File: src/rtl/ex_mem_pkg.sv
// ex_mem_pkg: shared defaults and state encoding for the EX/MEM skid buffer
package ex_mem_pkg;
    localparam int DATA_W_DEF = 32;
    localparam int ADDR_W_DEF = 5;
    typedef enum logic [1:0] {
        ST_EMPTY = 2'd0,
        ST_ONE   = 2'd1,
        ST_FULL  = 2'd2
    } state_t;
endpackage

File: src/rtl/ex_mem_entry.sv
// ex_mem_entry: one valid+payload register with load and clear
// Ports: clk, rst (async active-low), clr (invalidate and zero), ld (capture d_*),
//        d_* payload in, valid/q_* registered entry out. clr wins over ld.
module ex_mem_entry
    import ex_mem_pkg::*;
#(
    parameter int DATA_W = DATA_W_DEF,
    parameter int ADDR_W = ADDR_W_DEF
) (
    input  logic              clk,
    input  logic              rst,
    input  logic              clr,
    input  logic              ld,
    input  logic [ADDR_W-1:0] d_wd,
    input  logic              d_wreg,
    input  logic [DATA_W-1:0] d_wdata,
    output logic              valid,
    output logic [ADDR_W-1:0] q_wd,
    output logic              q_wreg,
    output logic [DATA_W-1:0] q_wdata
);
    always_ff @(posedge clk or negedge rst) begin
        if (!rst) begin
            valid   <= 1'b0;
            q_wd    <= '0;
            q_wreg  <= 1'b0;
            q_wdata <= '0;
        end else if (clr) begin
            valid   <= 1'b0;
            q_wd    <= '0;
            q_wreg  <= 1'b0;
            q_wdata <= '0;
        end else if (ld) begin
            valid   <= 1'b1;
            q_wd    <= d_wd;
            q_wreg  <= d_wreg;
            q_wdata <= d_wdata;
        end
    end
endmodule

File: src/rtl/ex_mem.sv
// ex_mem: EX/MEM pipeline register built as a two-entry skid buffer
// Ports: clk, rst (async active-low), flush_i (sync discard),
//        ex_valid_i/ex_ready_o + ex_wd_i/ex_wreg_i/ex_wdata_i from execute,
//        mem_valid_o/mem_ready_i + mem_wd_o/mem_wreg_o/mem_wdata_o to memory.
//        ex_ready_o is the inverted skid valid flop, so it never sees mem_ready_i.
module ex_mem
    import ex_mem_pkg::*;
#(
    parameter int DATA_W = DATA_W_DEF,
    parameter int ADDR_W = ADDR_W_DEF
) (
    input  logic              clk,
    input  logic              rst,
    input  logic              flush_i,
    input  logic              ex_valid_i,
    output logic              ex_ready_o,
    input  logic [ADDR_W-1:0] ex_wd_i,
    input  logic              ex_wreg_i,
    input  logic [DATA_W-1:0] ex_wdata_i,
    output logic              mem_valid_o,
    input  logic              mem_ready_i,
    output logic [ADDR_W-1:0] mem_wd_o,
    output logic              mem_wreg_o,
    output logic [DATA_W-1:0] mem_wdata_o
);
    state_t            state, nxt;
    logic              acc, rel;
    logic              m_ld, m_clr, s_ld, s_clr, m_from_skid;
    logic              m_valid, s_valid;
    logic [ADDR_W-1:0] m_wd, s_wd, m_d_wd;
    logic              m_wreg, s_wreg, m_d_wreg;
    logic [DATA_W-1:0] m_wdata, s_wdata, m_d_wdata;

    assign acc = ex_valid_i & ex_ready_o;
    assign rel = m_valid & mem_ready_i;

    always_ff @(posedge clk or negedge rst) begin
        if (!rst) state <= ST_EMPTY;
        else      state <= nxt;
    end

    always_comb begin
        nxt         = state;
        m_ld        = 1'b0;
        m_clr       = 1'b0;
        s_ld        = 1'b0;
        s_clr       = 1'b0;
        m_from_skid = 1'b0;
        if (flush_i) begin
            nxt   = ST_EMPTY;
            m_clr = 1'b1;
            s_clr = 1'b1;
        end else begin
            case (state)
                ST_EMPTY: if (acc) begin
                    nxt  = ST_ONE;
                    m_ld = 1'b1;
                end
                ST_ONE: if (acc && rel) begin
                    m_ld = 1'b1;
                end else if (acc) begin
                    nxt  = ST_FULL;
                    s_ld = 1'b1;
                end else if (rel) begin
                    nxt   = ST_EMPTY;
                    m_clr = 1'b1;
                end
                ST_FULL: if (rel) begin
                    nxt         = ST_ONE;
                    m_ld        = 1'b1;
                    m_from_skid = 1'b1;
                    s_clr       = 1'b1;
                end
                default: begin
                    nxt   = ST_EMPTY;
                    m_clr = 1'b1;
                    s_clr = 1'b1;
                end
            endcase
        end
    end

    assign m_d_wd    = m_from_skid ? s_wd    : ex_wd_i;
    assign m_d_wreg  = m_from_skid ? s_wreg  : ex_wreg_i;
    assign m_d_wdata = m_from_skid ? s_wdata : ex_wdata_i;

    ex_mem_entry #(.DATA_W(DATA_W), .ADDR_W(ADDR_W)) u_main (
        .clk(clk), .rst(rst), .clr(m_clr), .ld(m_ld),
        .d_wd(m_d_wd), .d_wreg(m_d_wreg), .d_wdata(m_d_wdata),
        .valid(m_valid), .q_wd(m_wd), .q_wreg(m_wreg), .q_wdata(m_wdata)
    );

    ex_mem_entry #(.DATA_W(DATA_W), .ADDR_W(ADDR_W)) u_skid (
        .clk(clk), .rst(rst), .clr(s_clr), .ld(s_ld),
        .d_wd(ex_wd_i), .d_wreg(ex_wreg_i), .d_wdata(ex_wdata_i),
        .valid(s_valid), .q_wd(s_wd), .q_wreg(s_wreg), .q_wdata(s_wdata)
    );

    assign ex_ready_o  = ~s_valid;
    assign mem_valid_o = m_valid;
    assign mem_wd_o    = m_valid ? m_wd    : '0;
    assign mem_wreg_o  = m_valid & m_wreg;
    assign mem_wdata_o = m_valid ? m_wdata : '0;
endmodule

File: config.mk
export PLATFORM = sky130hd
export DESIGN_NAME = ex_mem
export DESIGN_NICKNAME = d
export VERILOG_FILES = /design/src/rtl/ex_mem_pkg.sv /design/src/rtl/ex_mem_entry.sv /design/src/rtl/ex_mem.sv
export SDC_FILE = /design/constraint.sdc
export NUM_CORES = 1
export LEC_CHECK = 0
export BUFFER_PORTS_ARGS = -buffer_cell sky130_fd_sc_hd__buf_2
export CAP_MARGIN = 20
export CORE_MARGIN = 2
export CORE_UTILIZATION = 45
export DETAILED_ROUTE_END_ITERATION = 10
export PLACE_DENSITY = 0.68
export SLEW_MARGIN = 15
export SYNTH_ARGS = -nofsm -noshare
export SYNTH_HDL_FRONTEND = slang
export SYNTH_SLANG_ARGS = --single-unit
export TNS_END_PERCENT = 20
File: constraint.sdc
create_clock -name clk -period 2.24 [get_ports clk]
set_clock_uncertainty 0.2 [all_clocks]
set_input_delay 0.224 -clock clk [delete_from_list [all_inputs] [get_ports clk]]
set_output_delay 0.224 -clock clk [all_outputs]
set_load 0.02 [all_outputs]
* Word level (Yosys, flattened, before mapping)
Index checks and enable logic that the tools add are counted.
Operators by class: muxes and demuxes 44, bitwise logic cells 4, equal/unequal tests 6, reductions and logical operators 7
Operator list (count):
- 32-bit 2-to-1 mux | 6
- 5-bit 2-to-1 mux | 6
- 1-bit 2-to-1 mux | 22
- 2-bit 2-to-1 mux | 6
- 3-bit != test, second input constant | 3
- 2-bit one-hot mux with 3 select lines | 1
- 4-bit != test, second input constant | 1
- 1-bit one-hot mux with 2 select lines | 2
- 4-bit AND reduction | 1
- 2-bit nonzero test | 2
- 2-bit OR reduction | 2
- 1-bit AND | 3
- 1-bit one-hot mux with 3 select lines | 1
- 2-bit by 1-bit == test with 1-bit output, second input constant | 1
- 2-bit == test, second input constant | 1
- 2-bit logical NOT | 1
- 1-bit logical AND | 1
- 1-bit inverter | 1
Word-level totals: register bits 80, input bits 43, word-level logic and storage cells 70, output and inout bits 40

* Depth between registers and ports, before layout
Gate-level depths: netlist of the first run.
word-level depth 8, depth in mapped cells 7, gate-level depth less buffers 4

* Cells and area by module
A second synthesis of the first run with hierarchy kept.
Second synthesis, totals: cell total of the unflattened synthesis 362, area total of the unflattened synthesis 4190.3 um^2
Modules (own cells, without submodules):
- ex_mem_entry | instances 2, seq. area each 975.9 um^2, cells an instance 126, area each 1590.3 um^2
- ex_mem | instances 1, seq. area each 50.0 um^2, cells an instance 110, area each 1009.7 um^2

* Worst setup path after synthesis of the first run
No wires, ideal clock.
kind register -> register, start point register u_main.valid, end point register u_main.q_wd[4], stages on the path, launching flop included 8, data arrival time 1.576 ns, data required time 1.914 ns, clock period less this slack 1.901 ns, path slack 0.339 ns, path buffers 3, library setup time 0.126 ns, path through dfrtp_1 > and2_1 > buf_4 > nand3_1 > buf_2 > buf_2 > nor2_1 > a221o_1
On the way: cells in the longest elaborated chain, start to end 7, elaborated cells between the ends (all ways) 16, classes of those cells mux (13); bitwise (1); reduce/logical (2)
Ends and longest elaborated chain:
- start: declaration | line ex_mem_entry.sv:17 | output logic valid,
- start signal: assignment | line ex_mem_entry.sv:24 | valid <= 1'b0;
- start signal: assignment | line ex_mem_entry.sv:29 | valid <= 1'b0;
- start signal: assignment | line ex_mem_entry.sv:34 | valid <= 1'b1;
- 1-bit AND * | line ex_mem.sv:35 | assign rel = m_valid & mem_ready_i;
- 1-bit 2-to-1 mux | line ex_mem.sv:64, ex_mem.sv:68
- 1-bit 2-to-1 mux, on equally long branches | line ex_mem.sv:61, ex_mem.sv:54
- 1-bit 2-to-1 mux, on equally long branches | line ex_mem.sv:59, ex_mem.sv:49
- 1-bit one-hot mux with 2 select lines or 5-bit 2-to-1 mux (tied branches) | line ex_mem.sv:54, ex_mem.sv:83
- 1-bit 2-to-1 mux or 5-bit 2-to-1 mux (tied branches) | line ex_mem.sv:49, ex_mem_entry.sv:33
- 5-bit 2-to-1 mux or 2-bit nonzero test (tied branches)
- end signal: assignment | line ex_mem_entry.sv:35 | q_wd <= d_wd;
- end: declaration | line ex_mem_entry.sv:18 | output logic [ADDR_W-1:0] q_wd,
Mark *: on every way between the ends. The rest lies on a longest branch, timed or not. The select of a mux whose other input is x is not followed. A chain may end at the register's enable or synchronous reset.

* Worst setup path in the final report of the first run
start point register state[0], end point register u_main.q_wdata[27]
On the way: cells in the longest elaborated chain, start to end 6, elaborated cells between the ends (all ways) 14, classes of those cells eq/ne (2); mux (9); reduce/logical (3)
Ends and longest elaborated chain:
- start: declaration | line ex_mem.sv:26 | state_t state, nxt;
- start signal: assignment | line ex_mem.sv:39 | else state <= nxt;
- 2-bit == test | line ex_mem.sv:54 | case (state)
- 1-bit 2-to-1 mux | line ex_mem.sv:54
- 1-bit 2-to-1 mux | line ex_mem.sv:49 | if (flush_i) begin
- 32-bit 2-to-1 mux | line ex_mem.sv:85 | assign m_d_wdata = m_from_skid ? s_wdata : ex_wdata_i;
- 32-bit 2-to-1 mux | line ex_mem_entry.sv:33 | end else if (ld) begin
- 32-bit 2-to-1 mux | line ex_mem_entry.sv:28 | end else if (clr) begin
- end signal: assignment | line ex_mem_entry.sv:37 | q_wdata <= d_wdata;
- end: declaration | line ex_mem_entry.sv:20 | output logic [DATA_W-1:0] q_wdata
Several ways; a longest one is shown, not always the timed one. The select of a mux whose other input is x is not followed.

==> key figures, run 1 <==
Outcome
  – Status: finished, final reports clean

Synthesis
  – Post-Syn Area per Cell: approximately 11 sq um
  – Top FF cell, synth: dfrtp_1
  – Share of flip-flops with an asynchronous set or reset: 100%
  – Yosys Warn Count: 0
  – Area of the mapped netlist: about 3700 sq um
  – Post-synthesis sequential area ratio: between 50% and 60%
  – EDFF count, synth: 0
  – Cells after Synth: 330
  – Largest cells by area after synthesis: dfrtp_1, a221o_1, o2bb2ai_1
  – Post-synth top area share: a little over half
  – Count of cell types in the netlist: 28
  – Synth area leader: dfrtp_1
  – #FFs+latches synth: 80
  – Syn_nets: between 300 and 400

Global route
  – Antenna violations before repair: 0
  – Vias in the first global route: slightly below 3000
  – First-pass GRT wire length: ~15000 um
  – Pin count of the biggest net entering global routing: 48
  – Grt ovf: 0
  – GRT Overall Usage: 21.2%

Timing
  – Setup Total Neg Slack: 0 ns
  – Unrepaired setup endpoints after global routing: false
  – Crit share post-route: roughly nine tenths
  – Measured slew at the worst slew-check pin: around 0.7 ns
  – Tmin final: 2.05 ns
  – Setup ws final: about 0.19 ns
  – Final setup fails: 0
  – Max-slew violations: 0
  – Relative slew slack: between 50 and 60%
  – Final Hold Violating Endpoints: 0
  – Fmax: approximately 0.5 GHz

Final layout
  – Fin nets: just under 500
  – Commonest cells after routing, fill and taps aside: buf_2, dfrtp_1
  – Final core occ: about three fifths
  – Fill count: just over 700
  – Sequential Area: 2000 sq um
  – Share of layout cells above drive strength 1: a little over a quarter
  – Area of the multi-input gates: 1530 sq um
  – ANT cells: 0
  – P&R area growth vs syn: 31.7%
  – Most common cell after layout, fill and taps aside: buf_2
  – Final Non-Filler Cells: ~560

Power and ir drop
  – Part of the power in registers: a little under half
  – Sw power: ~1100 uW
  – Pint: around 2600 uW
  – Switching part of the total: 29.6%
  – VDD IR max: ~0.42 mV
  – Pwr Density: 754 nW/um^2
  – Overall Power: about 3700 uW
  – Clock Power Share: between 30% and 40%
  – Lkg Pwr: 0.00228 uW
  – Gate power share: 22.6%

Floorplanning
  – Full die area: between 8000 and 9000 sq um
  – Die Wd: approximately 95 um
  – Initial Util: about 46%
  – Die Ht: approximately 95 um
  – Core footprint: 8090 sq um
  – I/O pin total: 83
  – Site row count: 33

Setup path
  – WS Path Type: reg2reg
  – Arrival @ worst endpoint: between 2 and 2.5 ns
  – Startpoint types: register
  – Crit path capture type: register
  – CP required: between 2 and 2.5 ns
  – CP max FO: 23

Job
  – Max Cap Viol: 0

Clock network
  – Worst-path clk slew: 0.08 ns
  – Total clock buffers created by CTS: 9
  – Clk buf depth: 2
  – Clk root buf: clkbuf_8
  – Clk_lat worst skew: ~0.34 ns
  – CTS tree: done
  – H-Tree Depth: 3
  – Clk sink count: 80

Detailed routing
  – WL final: ~8900 um
  – Detailed Routing Iterations Pass 1: 4
  – Vias per cell: 5.36
  – Routed vias: 2997
  – Post-DRT Antenna Nets: 0
  – Initial DRC count: between 100 and 150
  – # DRC: 0
  – Routed wire per std cell: 16.0 um

Placement
  – Hpwl dp: around 5500 um
  – Port bufs: 82
  – Gpl congestion: roughly 0.77
  – Dpl ws: ~0.17 ns
  – DP Cell Count: about 500

Min path
  – Worst hold path type: in2reg
final timing paths:
| path | from | slack, ns | end | cells past startpoint |
|---|---|---|---|---|
| min | mem_ready_i | 0.10 | u_main.valid | 4 |
| max in group asynchronous | rst | 1.00 | u_main.q_wreg | 3 |
| min reg2reg | u_main.q_wdata[25] | 0.31 | u_main.q_wdata[25] | 1 |
| max | state[0] | 0.19 | u_main.q_wdata[27] | 5 |
| max reg2reg | state[0] | 0.19 | u_main.q_wdata[27] | 5 |
| min in group asynchronous | rst | 0.23 | u_main.q_wd[0] | 2 |
synthesized netlist by cell type (all sizes together) (2+ instances only):
library cell	instances
o22ai	2
and2	39
nand2b	39
nand2	2
o21a	2
inv	4
nor2b	2
nor2	39
clkbuf	13
buf	18
o2bb2ai	38
nor3	2
dfrtp	80
a211oi	2
a221o	38
power groups by stage:
stage / combinational, uW / clock [uW] / sequential, uW
floorplan: 513 / 0 / 1680
global placement: 770 / 0 / 1700
detailed placement: 788 / 0 / 1710
CTS: 843 / 1190 / 1680
global route: 908 / 1260 / 1700
finish: 832 / 1170 / 1680
layer usage:
layer / up-vias / routed length (um) / global-route usage [%]
met5: - / 0 / 0
met4: 0 / 81 / 6.52
met3: 8 / 468 / 3.27
met2: 78 / 4100 / 33.9
met1: 1476 / 4280 / 29.9
li1: 1435 / - / -
metrics by stage:
step	hold WS (ns)	instance area, sq um
2_1_floorplan	-0.272	3700
6_report	0.104	4870
5_1_grt	0.134	4870
4_1_cts	0.0878	4870
3_5_place_dp	0.0811	4260
3_3_place_gp	0.0820	4260
final cells by class:
class	count	share of cell area (%)
Clock buffer	9	2.54
Timing Repair Buffer	139	20.0
Sequential cell	80	41.1
Multi-Input combinational cell	215	31.4
Clock inverter	7	1.98
Tap cell	105	2.70
Inverter	4	0.308
timing repair:
action / in CTS / in global routing
buffers inserted: 0 / 0
endpoints found under the setup margin: 0 / 0
endpoints found under the hold margin: 122 / 0
hold buffers: 39 / 0
resized for setup: 0 / 0
logic make-up after synthesis:
kind of cell | Yosys count | share of synthesized area (%)
DFF | 80 | 54.1
and+or+nand+nor | 127 | 18.9
xor gates and xnor gates | 1 | 0.237
buffers and inverters | 35 | 5.24
AOI/OAI and AO/OA | 87 | 21.5
sequential cells by signal, summed over array words and instances, names as in the netlist:
register	cells
u_main.q_wdata	32
u_skid.q_wdata	32
u_main.q_wd	5
u_skid.q_wd	5
state	2
u_main.q_wreg	1
u_main.valid	1
u_skid.q_wreg	1
u_skid.valid	1
worst max-delay path, cell delays in order (launching register included):
cell and delay (ns):
dfrtp_1 0.43, a21boi_2 0.23, a211oi_2 0.08, nor3_4 0.61, buf_12 0.26, a221o_1 0.17
Note: power is estimated with default switching activity, not from simulation.
==> run 2, diff against run 1 <==
Settings changed: ABC_AREA from default to 1, PLACE_DENSITY 0.68 to 0.67.
==> run 2 against run 1 <==
  * Non-clock buffer count rose by 1
  * Die area increased by 10%
  * Count of clock-buffer cells in the layout is 1 higher
  * Critical path type unchanged
  * Routed wire length grew 21%
  * Cell count rose by 44%
  * Critical endpoint is now u_main.q_wdata[22]
  * Utilization grew 0.38 points
  * Highest routed layer unchanged
  * Via count is 34% higher
  * Largest power group unchanged
==> key figures, run 2 <==
Outcome
  – Status: finished, final reports clean

Timing
  – Final setup fails: 0
  – Final Hold Violating Endpoints: 0
  – Setup ws final: 0.386 ns
  – Unrepaired setup endpoints after global routing: false
  – Max-slew violations: 0
  – Setup Total Neg Slack: 0 ns
  – Fmax: roughly 0.54 GHz
  – Crit share post-route: between 80% and 90%
  – Tmin final: between 1.5 and 2 ns
  – Relative slew slack: 63.9%
  – Measured slew at the worst slew-check pin: ~0.54 ns

Global route
  – Vias in the first global route: roughly 4000
  – GRT Overall Usage: about a quarter
  – First-pass GRT wire length: ~19000 um
  – Grt ovf: 0
  – Antenna violations before repair: 0
  – Pin count of the biggest net entering global routing: 42

Placement
  – Dpl ws: between 0.4 and 0.5 ns
  – Hpwl dp: 6660 um
  – Port bufs: between 80 and 90
  – DP Cell Count: 749
  – Area post-placement: 4670 sq um
  – Gpl congestion: about 0.80

Synthesis
  – Share of flip-flops with an asynchronous set or reset: between 90% and 100%
  – Post-Syn Area per Cell: just over 7 sq um
  – Count of cell types in the netlist: 15
  – Area of the mapped netlist: approximately 4100 sq um
  – Synth cell count leaders: nand2_1, nand3_1, dfrtp_1, inv_1, clkbuf_1
  – EDFF count, synth: 0
  – #FFs+latches synth: 80
  – Synth area leader: dfrtp_1
  – Syn_nets: 623
  – Largest cells by area after synthesis: dfrtp_1, nand2_1, nand3_1
  – Post-synth top area share: approximately half
  – Top-count cell post-synth: nand2_1
  – Cells after Synth: 580
  – Top FF cell, synth: dfrtp_1
  – Post-synthesis sequential area ratio: slightly below 50%
  – Yosys Warn Count: 0

Final layout
  – Fin area: around 5300 sq um
  – Fin nets: between 700 and 800
  – Top Registers: u_main.q_wdata: 32 flops, u_skid.q_wdata: 32 flops
  – Share of layout cells above drive strength 1: 17.8%
  – Commonest cells after routing, fill and taps aside: nand2_1, nand3_1, buf_2, dfrtp_1, inv_1
  – P&R area growth vs syn: 29.7%
  – Final Non-Filler Cells: roughly 800
  – Fill count: between 800 and 900
  – ANT cells: 0
  – Most common cell after layout, fill and taps aside: nand2_1

Clock network
  – Post-CTS resize count: 0
  – Clk buf depth: 2
  – Clk_lat worst skew: 0.34 ns
  – Postcts setup bufs: 0
  – Clk root buf: clkbuf_8
  – Hold_buf cts: 39
  – CTS tree: done
  – H-Tree Depth: 3
  – Total clock buffers created by CTS: 9
  – Worst-path clk slew: 0.08 ns
  – Clk sink count: 80

Setup path
  – Startpoint types: register
  – Crit path capture type: register
  – CP max FO: 36
  – Arrival @ worst endpoint: around 1.9 ns
  – CP required: about 2.3 ns
  – Worst Setup SP: u_main.valid
  – WS Path Type: reg2reg
  – Crit Reg-Reg Startpoint: u_main.valid

Detailed routing
  – Detailed Routing Iterations Pass 1: 5
  – # DRC: 0
  – Routed vias: 4030
  – Vias per cell: ~5
  – Post-DRT Antenna Nets: 0
  – Initial DRC count: roughly 250
  – WL final: 10800 um
  – Routed wire per std cell: approximately 13 um

Power and ir drop
  – VDD IR max: 0.323 mV
  – Lkg Pwr: around 0.0033 uW
  – Pwr Density: 674 nW/um^2

Floorplanning
  – Site row count: 34
  – Core footprint: about 9000 sq um
  – Full die area: slightly below 10000 sq um
  – I/O pin total: 83
  – Die Wd: between 90 and 100 um
  – Initial Util: 46.7%
  – Die Ht: 99.4 um

Job
  – Max Cap Viol: 0

Min path
  – Hold_sp: flush_i
  – Worst hold path type: in2reg
[run 2: area by class of cell]
type                            count  area, sq um  share of cell area (%)
Clock buffer                       10          138                    2.59
Clock inverter                      6          115                    2.17
Inverter                           49          184                    3.46
Multi-Input combinational cell    411         1750                    33.0
Sequential cell                    80         2000                    37.7
Tap cell                          108          135                    2.55
Timing Repair Buffer              140          983                    18.5
[run 2: cells by family (layout without fill, tap and decap cells)]
family / Yosys count / count (layout) / synth area share (%)
DFF: 80 / 80 / 48.9
and+or+nand+nor: 405 / 405 / 40.8
AOI/OAI and AO/OA: 6 / 6 / 0.856
buffers and inverters: 89 / 205 / 9.42
[run 2: final timing paths]
check / slack (ns) / cells after the start / to
worst max-delay path: 0.39 / 7 / u_main.q_wdata[22]
worst min-delay path: 0.1 / 4 / state[0]
worst max register to register: 0.39 / 7 / u_main.q_wdata[22]
worst min register to register: 0.28 / 2 / u_main.q_wdata[16]
max in group asynchronous: 1.00 / 3 / u_main.q_wdata[17]
min in group asynchronous: 0.21 / 2 / u_skid.q_wdata[28]
[run 2: worst max-delay path: stages, from the launching register on]
cell and delay [ns]:
dfrtp_1 0.37, buf_4 0.26, nand3_1 0.14, o21ai_0 0.36, nor2_4 0.09, buf_12 0.19, nand2_1 0.07, nand2_1 0.05
[run 2: metrics by stage]
step,utilization (%),power [uW],hold slack [ns]
detailed placement,53.2,2240,0.0497
global route,60.6,3760,0.0892
floorplan,-,1990,-0.272
global placement,53.2,2220,0.0465
CTS,60.6,3620,0.0756
finish,60.6,3580,0.0996
[run 2: routing by layer]
| layer | GRT usage (%) | wire length [um] | vias to the layer above |
|---|---|---|---|
| met5 | 0 | 0 | - |
| met4 | 8.22 | 153 | 0 |
| met3 | 2.88 | 631 | 13 |
| met2 | 38.9 | 5240 | 147 |
| met1 | 31.6 | 4750 | 1864 |
| li1 | - | - | 2006 |
[run 2: power breakdown]
group          switching (uW)  internal (uW)  leakage [uW]  total, uW
Clock                     542            777      0.000123       1320
Sequential               66.5           1560       0.00109       1620
Combinational             405            231       0.00211        636
==> run 3, diff against run 2 <==
Settings changed: PLACE_DENSITY 0.67 to 0.7.
Clock period 2.24 ns to 1.55 ns, I/O delays scaled along.
==> run 3 against run 2 <==
  * The flow now finishes with violations (setup timing)
  * Sequential share of layout area fell by 4.9 points
  * Clock power up 44%
  * First-iteration DRC count rose by 55%
  * Register-to-register slack got worse by 0.57 ns
  * Combinational power grew 100%
  * Design area rose by 15%
  * Die area unchanged
  * Sequential cell count stayed put
  * Worst setup slack worse by 0.57 ns
  * Hold slack worse by 0.035 ns
  * Largest cell class is now multi-input combinational cells
==> key figures, run 3 (synthesized netlist as in run 2, its figures left out) <==
Outcome
  – Status: finished, violations left
  – Failing checks: setup timing

Detailed routing
  – # DRC: 0
  – Post-DRT Antenna Nets: 0
  – Vias per cell: about 5.3
  – Routed wire per std cell: ~16 um
  – Detailed Routing Iterations Pass 1: 5
  – Routed vias: around 4500
  – WL final: about 14000 um
  – Initial DRC count: approximately 390

Final layout
  – Top Registers: u_main.q_wdata: 32 flops, u_skid.q_wdata: 32 flops
  – Area of the multi-input gates: around 2000 sq um
  – Final Non-Filler Cells: 841
  – Share of layout cells above drive strength 1: ~29%
  – Sequential Area: roughly 2000 sq um
  – Most common cell after layout, fill and taps aside: nand2_1
  – Fin nets: 771
  – P&R area growth vs syn: 49.1%
  – Fin area: between 6000 and 7000 sq um
  – Fill count: slightly below 700
  – Final core occ: 69.6%
  – Commonest cells after routing, fill and taps aside: nand2_1, nand3_1, buf_2, dfrtp_1, inv_1
  – ANT cells: 0

Placement
  – Area post-placement: ~4800 sq um
  – DP Cell Count: 760
  – Dpl ws: -0.384 ns
  – Hpwl dp: approximately 6700 um
  – Port bufs: slightly above 80
  – Gpl congestion: slightly above 0.8

Setup path
  – Crit Reg-Reg Startpoint: u_main.valid
  – Most used cell, CP: buf_6
  – Critical-path cell list: buf_6 -> nand2_4 -> buf_6 -> inv_2 -> nor2_4 -> nand2_8 -> buf_8 -> nand3_2 -> nand2_1
  – Family with the most delay on the worst path: simple AND/OR/NAND/NOR gates
  – Arrival @ worst endpoint: 1.77 ns
  – Crit path buffers/inverters: 4
  – Critical-path cell with the highest stage delay: dfrtp_2
  – Crit path capture type: register
  – CP max FO: 8
  – WS Path Type: reg2reg
  – Worst-case reg-to-reg path depth: 9
  – FF-to-FF End: u_skid.q_wdata[20]
  – FF-to-FF setup slack: -0.18 ns
  – Startpoint types: register
  – CP required: 1.59 ns
  – Crit-path max cell delay: roughly 0.42 ns
  – Worst path depth: 9

Clock network
  – Clk sink count: 80
  – H-Tree Depth: 3
  – Worst-path clk slew: around 0.08 ns
  – Clk buf depth: 2
  – Clk_lat worst skew: about 0.35 ns
  – CTS tree: done
  – Total clock buffers created by CTS: 9
  – Clk root buf: clkbuf_8

Timing
  – Hold_ws: around 0.064 ns
  – Crit share post-route: 112%
  – Final Hold Violating Endpoints: 0
  – Final setup fails: ~120
  – Max-slew violations: 0
  – Unrepaired setup endpoints after global routing: true
  – Fmax: ~0.58 GHz
  – Measured slew at the worst slew-check pin: around 0.45 ns
  – Setup ws final: -0.179 ns
  – Relative slew slack: 69.7%
  – Tmin final: roughly 1.7 ns

Floorplanning
  – I/O pin total: 83
  – Core footprint: 8760 sq um
  – Full die area: between 9000 and 10000 sq um
  – Die Wd: slightly below 100 um
  – Site row count: 34
  – Die Ht: between 90 and 100 um
  – Initial Util: 46.7%

Global route
  – First-pass GRT wire length: 20100 um
  – Vias in the first global route: between 4000 and 5000
  – Antenna violations before repair: 0
  – GRT Overall Usage: 25.5%
  – Grt ovf: 0
  – Pin count of the biggest net entering global routing: 81

Min path
  – Hold_sp: flush_i
  – Hold depth: 5
  – Worst hold path type: in2reg
  – Hold Crit Endpoint: state[0]

Job
  – Max Cap Viol: 0

Power and ir drop
  – Pwr Density: just over 900 nW/um^2
  – Lkg Pwr: about 0.0036 uW
  – VDD IR max: about 0.7 mV
-- run 3: cell count changes in the layout (fill, tap and decap cells not counted), moves of 3 or more --
cell	before	now
buf_6	0	12
inv_2	1	4
nand2_4	0	3
inv_1	48	44
nand3_2	0	32
nand3_1	118	84
nand2_1	280	269
buf_4	17	26
nand2_2	0	7
buf_16	0	3
clkbuf_16	0	3
buf_12	3	9
-- run 3: how the worst max path moves through the flow --
stage,from,to,slack (ns)
floorplan,u_skid.valid,u_skid.q_wdata[10],-0.03
finish,u_main.valid,u_skid.q_wdata[20],-0.18
detailed placement,state[0],u_skid.q_wdata[15],-0.38
CTS,state[0],u_skid.q_wdata[15],-0.14
global placement,state[0],u_skid.valid,-0.29
global route,u_main.valid,u_skid.q_wdata[28],-0.24
-- run 3: final cells by class --
type,instances,area share [%]
clock buffers,11,2.32
clock inverters,5,1.70
inverters,49,3.06
multi-input cells,414,33.4
flip-flops and latches,80,32.9
well taps,108,2.21
repair buffers,174,24.4
-- run 3: routing by layer --
layer,share of wire (%),up-vias,global-route usage (%)
met5,0,-,0
met4,3.2,0,9.06
met3,7.1,43,5.13
met2,49,218,41.2
met1,40,2103,34.3
li1,-,2096,-
-- run 3: stage by stage --
step | TNS [ns] | total power (uW)
finish | -15.87 | 5570
global route | -22.36 | 5800
CTS | -13.24 | 5410
detailed placement | -22.31 | 3290
global placement | -17.71 | 3270
floorplan | -1.21 | 2900
-- run 3: worst reg2reg max path, stage by stage, from the launching register on --
cell	delay, ns
dfrtp_2	0.42
buf_6	0.12
nand2_4	0.06
buf_6	0.11
inv_2	0.05
nor2_4	0.21
nand2_8	0.13
buf_8	0.17
nand3_2	0.08
nand2_1	0.07
-- run 3: timing repair --
item	4_1_cts	5_1_grt
hold buffers	39	0
gates resized for setup	22	64
pin swaps	4	16
setup endpoints to repair	116	119
hold endpoints to repair	156	0
setup buffers	13	3
gates cloned	8	4
-- run 3: report_power, final --
group	switching [uW]	total (uW)	internal (uW)
logic	750	1300	551
registers	112	2370	2250
clock network	784	1900	1120
